### config.mk
export PLATFORM = sky130hd
export DESIGN_NAME = reg_scoreboard_flat
export DESIGN_NICKNAME = d
export VERILOG_FILES = /design/src/rtl/sb_pkg.sv /design/src/rtl/reg_scoreboard_if.sv /design/src/rtl/reg_pending_ctr.sv /design/src/rtl/reg_scoreboard.sv /design/src/flat_wrapper.sv
export SDC_FILE = /design/constraint.sdc
export NUM_CORES = 1
export LEC_CHECK = 0
export ABC_AREA = 1
export BUFFER_PORTS_ARGS = -buffer_cell sky130_fd_sc_hd__buf_2
export CORE_ASPECT_RATIO = 1.1
export CORE_UTILIZATION = 25
export DETAILED_ROUTE_END_ITERATION = 8
export SKIP_LAST_GASP = 1
export SLEW_MARGIN = 25
export SYNTH_ARGS = -nofsm -noshare
export SYNTH_HDL_FRONTEND = slang
export SYNTH_SLANG_ARGS = --single-unit
### constraint.sdc
create_clock -name clk -period 2.5 [get_ports clk]
set_input_delay 0.25 -clock clk [delete_from_list [all_inputs] [get_ports clk]]
set_output_delay 0.25 -clock clk [all_outputs]
set_load 0.01 [all_outputs]
### src/rtl/sb_pkg.sv
// rtl/sb_pkg.sv - shared sizes, types and helpers for the register scoreboard
//
// Purpose: register-file geometry and pending-counter width used by the
//          scoreboard, its interface and the per-register counter.
// Ports:   none (package).
package sb_pkg;

    localparam int NUM_REGS = 16;
    localparam int REG_AW   = 4;
    localparam int CNT_W    = 2;
    localparam logic [CNT_W-1:0] CNT_MAX = 2'd3;

    typedef logic [REG_AW-1:0] reg_idx_t;
    typedef logic [CNT_W-1:0]  cnt_t;

    // True when a tracked destination feeds either operand of the issuing instruction.
    function automatic logic src_match(input reg_idx_t dest, input reg_idx_t src1,
                                       input reg_idx_t src2, input logic two_src);
        return (dest == src1) || (two_src && (dest == src2));
    endfunction

endpackage

### src/rtl/reg_scoreboard_if.sv
// rtl/reg_scoreboard_if.sv - issue/write-back/status bundle of the register scoreboard
//
// Purpose: groups the ID-stage issue request, the WB-stage write notification
//          and the scoreboard status outputs.
// Ports:   master drives issue_*, forward_en, flush, wb_*; reads hazard,
//          pending_mask, busy, err. slave is the scoreboard side.
interface reg_scoreboard_if;
    import sb_pkg::*;

    logic                issue_valid;
    reg_idx_t            issue_src1;
    reg_idx_t            issue_src2;
    logic                issue_two_src;
    reg_idx_t            issue_dest;
    logic                issue_wb_en;
    logic                issue_mem_r_en;
    logic                forward_en;
    logic                flush;
    logic                wb_valid;
    reg_idx_t            wb_dest;
    logic                hazard;
    logic [NUM_REGS-1:0] pending_mask;
    logic                busy;
    logic                err;

    modport master (
        output issue_valid, issue_src1, issue_src2, issue_two_src, issue_dest,
               issue_wb_en, issue_mem_r_en, forward_en, flush, wb_valid, wb_dest,
        input  hazard, pending_mask, busy, err
    );

    modport slave (
        input  issue_valid, issue_src1, issue_src2, issue_two_src, issue_dest,
               issue_wb_en, issue_mem_r_en, forward_en, flush, wb_valid, wb_dest,
        output hazard, pending_mask, busy, err
    );

endinterface

### src/rtl/reg_pending_ctr.sv
// rtl/reg_pending_ctr.sv - saturating count of outstanding writes to one register
//
// Purpose: counts issued-but-not-retired writes to a single register.
// Ports:   clk, rst (async, active-high); inc (write issued), dec (write
//          retired); count (current value), zero (count == 0), err (one-cycle
//          pulse on increment at max or decrement at zero).
module reg_pending_ctr
    import sb_pkg::*;
(
    input  logic clk,
    input  logic rst,
    input  logic inc,
    input  logic dec,
    output cnt_t count,
    output logic zero,
    output logic err
);

    logic overflow;
    logic underflow;

    // A simultaneous inc and dec cancel, so neither can overflow nor underflow.
    assign overflow  = inc & ~dec & (count == CNT_MAX);
    assign underflow = dec & ~inc & (count == '0);

    always_ff @(posedge clk or posedge rst) begin
        if (rst) begin
            count <= '0;
        end else if (inc & ~dec & ~overflow) begin
            count <= count + 1'b1;
        end else if (dec & ~inc & ~underflow) begin
            count <= count - 1'b1;
        end
    end

    assign zero = (count == '0);
    assign err  = overflow | underflow;

endmodule

### src/rtl/reg_scoreboard.sv
// rtl/reg_scoreboard.sv - register pending-write scoreboard with hazard detection
//
// Purpose: tracks outstanding writes per register and raises a stall request
//          for RAW hazards (no forwarding) or load-use hazards (forwarding).
// Ports:   clk, rst (async, active-high); sb (slave side of reg_scoreboard_if):
//          issue_*, forward_en, flush, wb_valid, wb_dest in; hazard
//          (combinational), pending_mask, busy, err out.
module reg_scoreboard
    import sb_pkg::*;
(
    input  logic             clk,
    input  logic             rst,
    reg_scoreboard_if.slave  sb
);

    cnt_t                count_v [NUM_REGS];
    logic [NUM_REGS-1:0] zero_v;
    logic [NUM_REGS-1:0] err_v;

    logic     exe_ld_v;
    reg_idx_t exe_ld_dest;
    logic     err_q;

    logic hazard_raw;
    logic hazard_ld;
    logic hazard;
    logic accept;
    logic inc_en;
    logic ld_capture;

    // Counters are read before this cycle's updates, so a same-cycle
    // write-back still stalls for one conservative cycle.
    assign hazard_raw = (count_v[sb.issue_src1] != '0) |
                        (sb.issue_two_src & (count_v[sb.issue_src2] != '0));
    assign hazard_ld  = exe_ld_v &
                        src_match(exe_ld_dest, sb.issue_src1, sb.issue_src2, sb.issue_two_src);
    assign hazard     = sb.issue_valid & (sb.forward_en ? hazard_ld : hazard_raw);

    assign accept     = sb.issue_valid & ~hazard & ~sb.flush;
    assign inc_en     = accept & sb.issue_wb_en;
    assign ld_capture = inc_en & sb.issue_mem_r_en;

    for (genvar r = 0; r < NUM_REGS; r++) begin : g_ctr
        reg_pending_ctr u_ctr (
            .clk   (clk),
            .rst   (rst),
            .inc   (inc_en & (sb.issue_dest == REG_AW'(r))),
            .dec   (sb.wb_valid & (sb.wb_dest == REG_AW'(r))),
            .count (count_v[r]),
            .zero  (zero_v[r]),
            .err   (err_v[r])
        );
    end

    always_ff @(posedge clk or posedge rst) begin
        if (rst) begin
            exe_ld_v    <= 1'b0;
            exe_ld_dest <= '0;
            err_q       <= 1'b0;
        end else begin
            exe_ld_v    <= ld_capture;
            exe_ld_dest <= ld_capture ? sb.issue_dest : '0;
            if (|err_v) begin
                err_q <= 1'b1;
            end
        end
    end

    assign sb.hazard       = hazard;
    assign sb.pending_mask = ~zero_v;
    assign sb.busy         = ~(&zero_v);
    assign sb.err          = err_q;

endmodule

### src/flat_wrapper.sv
// flat-port wrapper written by rule: the top's interface ports become plain ports
module reg_scoreboard_flat import sb_pkg::*;
  (clk, rst, sb_issue_valid, sb_issue_src1, sb_issue_src2, sb_issue_two_src, sb_issue_dest, sb_issue_wb_en, sb_issue_mem_r_en, sb_forward_en, sb_flush, sb_wb_valid, sb_wb_dest, sb_hazard, sb_pending_mask, sb_busy, sb_err);
  reg_scoreboard_if sb_i ();
  input  logic clk;
  input  logic rst;
  input wire logic [$bits(sb_i.issue_valid)-1:0] sb_issue_valid;
  input wire logic [$bits(sb_i.issue_src1)-1:0] sb_issue_src1;
  input wire logic [$bits(sb_i.issue_src2)-1:0] sb_issue_src2;
  input wire logic [$bits(sb_i.issue_two_src)-1:0] sb_issue_two_src;
  input wire logic [$bits(sb_i.issue_dest)-1:0] sb_issue_dest;
  input wire logic [$bits(sb_i.issue_wb_en)-1:0] sb_issue_wb_en;
  input wire logic [$bits(sb_i.issue_mem_r_en)-1:0] sb_issue_mem_r_en;
  input wire logic [$bits(sb_i.forward_en)-1:0] sb_forward_en;
  input wire logic [$bits(sb_i.flush)-1:0] sb_flush;
  input wire logic [$bits(sb_i.wb_valid)-1:0] sb_wb_valid;
  input wire logic [$bits(sb_i.wb_dest)-1:0] sb_wb_dest;
  output wire logic [$bits(sb_i.hazard)-1:0] sb_hazard;
  output wire logic [$bits(sb_i.pending_mask)-1:0] sb_pending_mask;
  output wire logic [$bits(sb_i.busy)-1:0] sb_busy;
  output wire logic [$bits(sb_i.err)-1:0] sb_err;
  assign sb_i.issue_valid = sb_issue_valid;
  assign sb_i.issue_src1 = sb_issue_src1;
  assign sb_i.issue_src2 = sb_issue_src2;
  assign sb_i.issue_two_src = sb_issue_two_src;
  assign sb_i.issue_dest = sb_issue_dest;
  assign sb_i.issue_wb_en = sb_issue_wb_en;
  assign sb_i.issue_mem_r_en = sb_issue_mem_r_en;
  assign sb_i.forward_en = sb_forward_en;
  assign sb_i.flush = sb_flush;
  assign sb_i.wb_valid = sb_wb_valid;
  assign sb_i.wb_dest = sb_wb_dest;
  assign sb_hazard = sb_i.hazard;
  assign sb_pending_mask = sb_i.pending_mask;
  assign sb_busy = sb_i.busy;
  assign sb_err = sb_i.err;
  reg_scoreboard u_core (.clk(clk), .rst(rst), .sb(sb_i));
endmodule
==> reports/results.tsv, run 1 <==
metric	value	unit
Crit. End Element	register	
initial antenna violation count	1	
Syn Inst Count	507	
final hold vios	0	
final setup violation count	0	
Layout Utilization	31.6	%
worst-path fanout max	14	
Clock Sink Count	38	
port buffer count	43	
worst vdd ir	0.500	mV
gr ovfl total	0	
most numerous cell in the Yosys netlist	nand2_1	
TritonCTS Buffers	5	
Power Internal	1.59	mW
Detail Route Antenna Nets	0	
starting density of the core	26.1	%
Area after DPL	3670	µm²
First-pass DRT Iterations	4	
post-DP HPWL	7440	µm
sequential area share after synthesis	29.8	%
global placer's final weighted congestion	0.827	
sw power	1.18	mW
layout cell share with drive strength beyond 1	17.4	%
Syn Area/Cell	6.30	µm²
Setup WS post-layout	199	ps
combinational power share	44.3	%
dpl ws	160	ps
Post-synth EDFFs	0	
first-pass GRT wire length	15100	µm
vias in the first global route	3250	
post-synthesis cell type count	24	
Syn Nets	532	
DR WL/cell	12.8	µm
CTS tree	yes	
max-cap violations	0	
IO Count	44	
Vias/cell	4.69	
DRC	0	
PD cells	718	nW/µm²
Reg power frac	33.1	%
setup tns final	0	ps
die area	13200	µm²
Worst slew margin	65.2	%
H-tree lvl count	2	
Die Width	110	µm
Crit Path Class	reg -> reg	
hold slack	84.5	ps
antenna fix cells	0	
Slew Viols, Final	0	
# rows	42	
Lkg Pwr	2.04	nW
Synth top area share	29.8	%
total vias in the final route	3383	
Iter 0 DRT Violations	207	
Setup crit start kind	register	
area of the core	12200	µm²
Root Buffer	clkbuf_16	
Worst-Margin Slew	522	ps
Synth Flop Type	dfrtp_1	
filler instances	1347	
GRT Total Usage	14.9	%
critical path arrival	2470	ps
Setup crit start	u_core.g_ctr[14].u_ctr.count[0]	
RSZ-0062 raised after global routing	no	
run status	complete, no violations	
RR Startpoint	u_core.g_ctr[14].u_ctr.count[0]	
CTS max path bufs	2	
FMAX	435	MHz
synth cell count leaders	152 x nand2_1, 82 x inv_1, 66 x nor2_1	
Clock Latency Late Sink	290	ps
ys async rst share	100	%
#FFs+latches synth	38	
worst hold path class	in -> async	
nets	592	
Worst Skew	9.88	ps
final wirelength	9260	µm
clock-pin slew on the worst setup and hold paths	60	ps
Hold Buf Count CTS	0	
final instance area	3860	µm²
Period minus WS final	2300	ps
yosys synthesis warning count	0	
largest net degree at the start of global routing	39	
WP data required	2670	ps
Die Y-Extent	121	µm
register area	951	µm²
Mapped Area	3200	µm²
fin crit share	92.1	%
area of the multi-input gates	1910	µm²
post-synth top area cell	dfrtp_1	
Sw Ratio	42.5	%
synth top area cells	dfrtp_1 30%, nand2_1 18%, inv_1 9.6%, nor2_1 7.8%, nand3_1 5.6%	
Clk pwr share	22.7	%
Layout Area Growth over Synthesis	20.9	%
==> worst max-delay path, cell delays in order, from the launching register on <==
cell,delay [ps]
dfrtp_1,430
nor2_4,220
inv_2,80
nand2_1,60
a21oi_1,80
nor2_2,100
nor2_1,50
nor2_2,100
nand2_2,90
a21oi_4,200
buf_12,170
nand2_1,70
nand3_1,70
nand2_1,50
nor2_1,80
nand2_1,70
nor2_1,150
nand3_1,90
==> state kept, by name, indices dropped and copies added (netlist names) <==
name,flops
u_core.exe_ld_dest,4
u_core.exe_ld_v,1
u_core.g_ctr.u_ctr.count,32
u_core.sb.err,1
==> power groups by stage <==
stage          clock [mW]  sequential [mW]  combinational (mW)
3_3_place_gp            0            0.923                1.22
4_1_cts             0.645            0.915                1.23
2_1_floorplan           0            0.899               0.729
3_5_place_dp            0            0.924                1.22
6_report            0.629            0.917                1.23
5_1_grt             0.669            0.941                1.38
==> layout by cell type (no fill, tap or decap) <==
cell type and instances:
nand2_1 152, inv_1 82, nor2_1 66, buf_2 43, dfrtp_1 38, nand3_1 36
o21ai_0 25, xor2_1 17, a21oi_1 15, nand4_1 13, buf_4 12, nor2_4 7
nand3_2 7, nor4_1 7, o21ai_1 6, xnor2_1 6, o22ai_2 6, clkbuf_16 6
nor2_2 5, inv_2 4, nand2_2 2, nor3_1 2, nor4_2 2, o22ai_1 2
nand3b_1 1, nand2_4 1, a21oi_4 1, clkinv_2 1, clkbuf_1 1, clkinv_4 1
buf_12 1
==> cell families (layout without fill, tap and decap cells) <==
| logic type | count (synthesis) | in the layout | synth area share (%) |
|---|---|---|---|
| compound gates | 55 | 55 | 10.5 |
| xor+xnor | 23 | 23 | 6.30 |
| buf+inv | 90 | 151 | 11.3 |
| flops | 38 | 38 | 29.8 |
| simple gates | 301 | 301 | 42.2 |
==> cell type report <==
class	instances	area share, %
clock buffers	6	3.33
clock inverters	2	0.356
inverters	86	8.35
multi-input cells	379	49.3
flip-flops and latches	38	24.6
well taps	154	4.99
repair buffers	57	9.06
==> metrics by stage <==
step                power [mW]  instances
CTS                       2.79        720
floorplan                 1.63        507
detailed placement        2.15        712
global placement          2.15        712
finish                    2.77        722
global route              2.99        722
==> repair_timing <==
action                                  4_1_cts  5_1_grt
endpoints found under the setup margin        0        4
setup buffers                                 0        1
gates resized for setup                       0        5
==> per-layer routing <==
| layer | GRT usage (%) | part of all wire (%) | up-vias | wire [µm] |
|---|---|---|---|---|
| met5 | 0 | 0.11 | - | 10 |
| met4 | 6.50 | 3.3 | 2 | 303 |
| met3 | 2.86 | 5.8 | 26 | 533 |
| met2 | 24.5 | 47 | 76 | 4340 |
| met1 | 18.6 | 44 | 1558 | 4080 |
| li1 | - | - | 1721 | - |
==> final timing paths <==
path	slack, ps	to	depth (start not counted)
min in group clk	260	u_core.exe_ld_dest[0]	3
max in group asynchronous	2050	u_core.exe_ld_dest[1]	3
setup / recovery	200	u_core.sb.err	17
setup reg to reg	200	u_core.sb.err	17
hold / removal	80	u_core.g_ctr[6].u_ctr.count[1]	3
hold reg to reg	490	u_core.g_ctr[6].u_ctr.count[0]	1
(Power assumes the default switching activity.)
==> run 2, diff against run 1 <==
--- a/config.mk
+++ b/config.mk
@@ -10,8 +10,10 @@
 export CORE_ASPECT_RATIO = 1.1
 export CORE_UTILIZATION = 25
 export DETAILED_ROUTE_END_ITERATION = 8
+export GPL_ROUTABILITY_DRIVEN = 0
 export SKIP_LAST_GASP = 1
 export SLEW_MARGIN = 25
 export SYNTH_ARGS = -nofsm -noshare
 export SYNTH_HDL_FRONTEND = slang
+export SYNTH_HIERARCHICAL = 1
 export SYNTH_SLANG_ARGS = --single-unit
==> run 2 against run 1 <==
The run now ends with negative setup slack left. Total power grew 17%. Die area up 7.4%. Combinational power increased by 38%. Largest cell class unchanged. Final cell count grew 28%.
==> reports/results.tsv, run 2 <==
metric	value	unit	change
commonest cells after routing, fill and taps aside	201 x nand2_1, 116 x inv_1, 82 x buf_4		
TritonCTS Buffers	5		unchanged
Layout Utilization	35.9	%	+4.3 points
synth cell count leaders	207 x nand2_1, 117 x inv_1, 78 x nor2_1		
failing checks	negative setup slack		
Crit. End Element	register		
XOR/XNOR share of the synthesized area	1.27	%	-5.0 points
Reg power frac	27.2	%	-5.9 points
Die Width	114	µm	+3.6%
# rows	44		+4.8%
DR WL/cell	12.0	µm	-6.5%
Setup crit start kind	register		
setup tns final	-126	ps	-126 ps
most numerous cell in the Yosys netlist	nand2_1		
antenna fix cells	0		unchanged
FMAX	381	MHz	-12%
worst hold path class	in -> async		
die area	14200	µm²	+7.4%
worst-path fanout max	5		-9
Iter 0 DRT Violations	239		+15%
fin crit share	105	%	+13 points
Slew Viols, Final	0		unchanged
commonest non-fill, non-tap cell in the layout	nand2_1		
initial antenna violation count	0		-1
synth top area cells	dfrtp_1 28%, nand2_1 23%, inv_1 13%, nor2_1 8.5%, nand3_1 6.6%		
dpl ws	-260	ps	-420 ps
H-tree lvl count	2		unchanged
clock-pin slew on the worst setup and hold paths	60	ps	about the same
final wirelength	11100	µm	+20%
Synth Flop Type	dfrtp_1		
final setup violation count	1		+1
Period minus WS final	2630	ps	+324 ps
Synth Area in Simple Gates	47.5	%	+5.3 points
post-synthesis adder-cell area fraction	0	%	unchanged
IO Count	44		unchanged
sequential area share after synthesis	27.7	%	-2.1 points
vias in the first global route	3724		+15%
Worst slew margin	67.6	%	+2.4 points
final hold vios	0		unchanged
PD cells	680	nW/µm²	-5.2%
#FFs+latches synth	38		unchanged
Sw Ratio	42.9	%	+0.44 points
Lkg Pwr	2.59	nW	+27%
largest family of logic cells by synthesized area	simple AND/OR/NAND/NOR gates		
Syn Nets	633		+19%
First-pass DRT Iterations	4		unchanged
register with the most flip-flops	u_core/g_ctr.u_ctr/count		
layout cell share with drive strength beyond 1	28.7	%	+11 points
Worst Skew	7.03	ps	-2.85 ps
total vias in the final route	4019		+19%
CTS tree	yes		
Crit Path Class	reg -> reg		
RR Startpoint	u_core/g_ctr[13].u_ctr/count[0]		
WP data required	2650	ps	-20 ps
port buffer count	43		unchanged
run status	finished with violations		
max-cap violations	0		unchanged
Setup WS post-layout	-126	ps	-324 ps
Syn Area/Cell	5.65	µm²	-10%
nets	763		+29%
largest net degree at the start of global routing	18		-54%
Clock Latency Late Sink	290	ps	about the same
fraction of synthesized area in multiplexers	0	%	unchanged
Worst-Margin Slew	482	ps	-40.3 ps
yosys synthesis warning count	6		+6
critical path arrival	2770	ps	+300 ps
Synth top area share	27.7	%	-2.1 points
Compound-Gate Fraction of Synth Area	8.27	%	-2.2 points
Root Buffer	clkbuf_16		
post-synthesis cell type count	27		+13%
Mapped Area	3440	µm²	+7.5%
ys async rst share	100	%	unchanged
Syn Inst Count	608		+20%
Clk pwr share	20.5	%	-2.2 points
post-DP HPWL	9330	µm	+25%
gr ovfl total	0		unchanged
area of the core	13300	µm²	+8.8%
CTS max path bufs	2		unchanged
Setup crit start	u_core/g_ctr[13].u_ctr/count[0]		
Power Internal	1.85	mW	+16%
worst vdd ir	0.252	mV	-50%
Clock Sink Count	38		unchanged
sw power	1.40	mW	+18%
RSZ-0062 raised after global routing	yes		
Detail Route Antenna Nets	0		unchanged
GRT Total Usage	16.0	%	+1.1 points
largest registers	u_core/g_ctr.u_ctr/count x32, u_core/exe_ld_dest x4		
post-synth top area cell	dfrtp_1		
combinational power share	52.2	%	+7.9 points
Post-synth EDFFs	0		unchanged
first-pass GRT wire length	17700	µm	+17%
Largest register FFs	32		unchanged
Power Total	3.25	mW	+17%
starting density of the core	25.8	%	-0.31 points
Vias/cell	4.35		-7.1%
DRC	0		unchanged
Layout Area Growth over Synthesis	39.1	%	
Die Y-Extent	125	µm	+3.6%
==> run 2: power by group through the flow <==
stage / Combinational, mW / Sequential (mW) / Clock [mW]
floorplan: 0.892 / 0.901 / 0
global placement: 1.61 / 0.872 / 0
detailed placement: 1.60 / 0.876 / 0
CTS: 1.62 / 0.873 / 0.682
global route: 1.90 / 0.900 / 0.712
finish: 1.70 / 0.885 / 0.667
==> run 2: metrics by stage <==
stage	cell area [µm²]	hold slack (ps)	cells
2_1_floorplan	3440	-8.82	608
3_5_place_dp	4400	334	904
3_3_place_gp	4400	329	904
6_report	4780	18.0	923
5_1_grt	4780	38.9	923
4_1_cts	4570	24.7	912
==> run 2: final timing paths <==
path | end | slack [ps] | cells past startpoint
hold reg to reg | u_core/sb.err | 620 | 2
min in group clk | u_core/exe_ld_dest[0] | 260 | 3
hold / removal | u_core/g_ctr[9].u_ctr/count[0] | 20 | 2
max in group asynchronous | u_core/exe_ld_dest[2] | 2210 | 2
setup / recovery | u_core/sb.err | -130 | 19
setup reg to reg | u_core/sb.err | -130 | 19
==> run 2: what timing repair did <==
action,in CTS,in global routing
hold buffers,0,0
resized for setup,9,37
setup buffers,0,11
pin swaps,0,20
endpoints found under the setup margin,1,3
==> run 2: layer usage <==
layer	part of all wire [%]	track usage (%)
met1	46	20.5
met2	47	26.7
met3	4.5	3.15
met4	2.3	5.58
met5	0	0
==> run 2: area by class of cell <==
class | count | area, µm²
sequential | 38 | 953
timing repair buffer | 126 | 842
clock inverter | 1 | 5.00
clock buffer | 7 | 143
inverter | 134 | 503
fill | 1475 | 8540
tap | 184 | 230
multi-input combinational | 433 | 2100
==> run 2: critical path, stage by stage, from the launching register on <==
cell	delay [ps]
dfrtp_1	370
nor2_2	60
buf_4	120
nand2_1	50
nand2_1	70
a21oi_2	130
nand2_1	80
nand3_2	70
nand3_2	70
nand2_2	80
nand2_4	100
nand3_4	80
nor2_2	50
buf_4	120
buf_4	120
nand2_2	70
o22ai_2	70
or4_4	510
nor3_4	180
nand4_1	90
==> run 2: cells by family (layout without fill, tap and decap cells) <==
| family | count (synthesis) | after routing |
|---|---|---|
| AND/OR/NAND/NOR | 376 | 376 |
| buffers and inverters | 137 | 268 |
| AO/OA/AOI/OAI | 52 | 52 |
| flip-flops | 38 | 38 |
| XOR/XNOR | 5 | 5 |
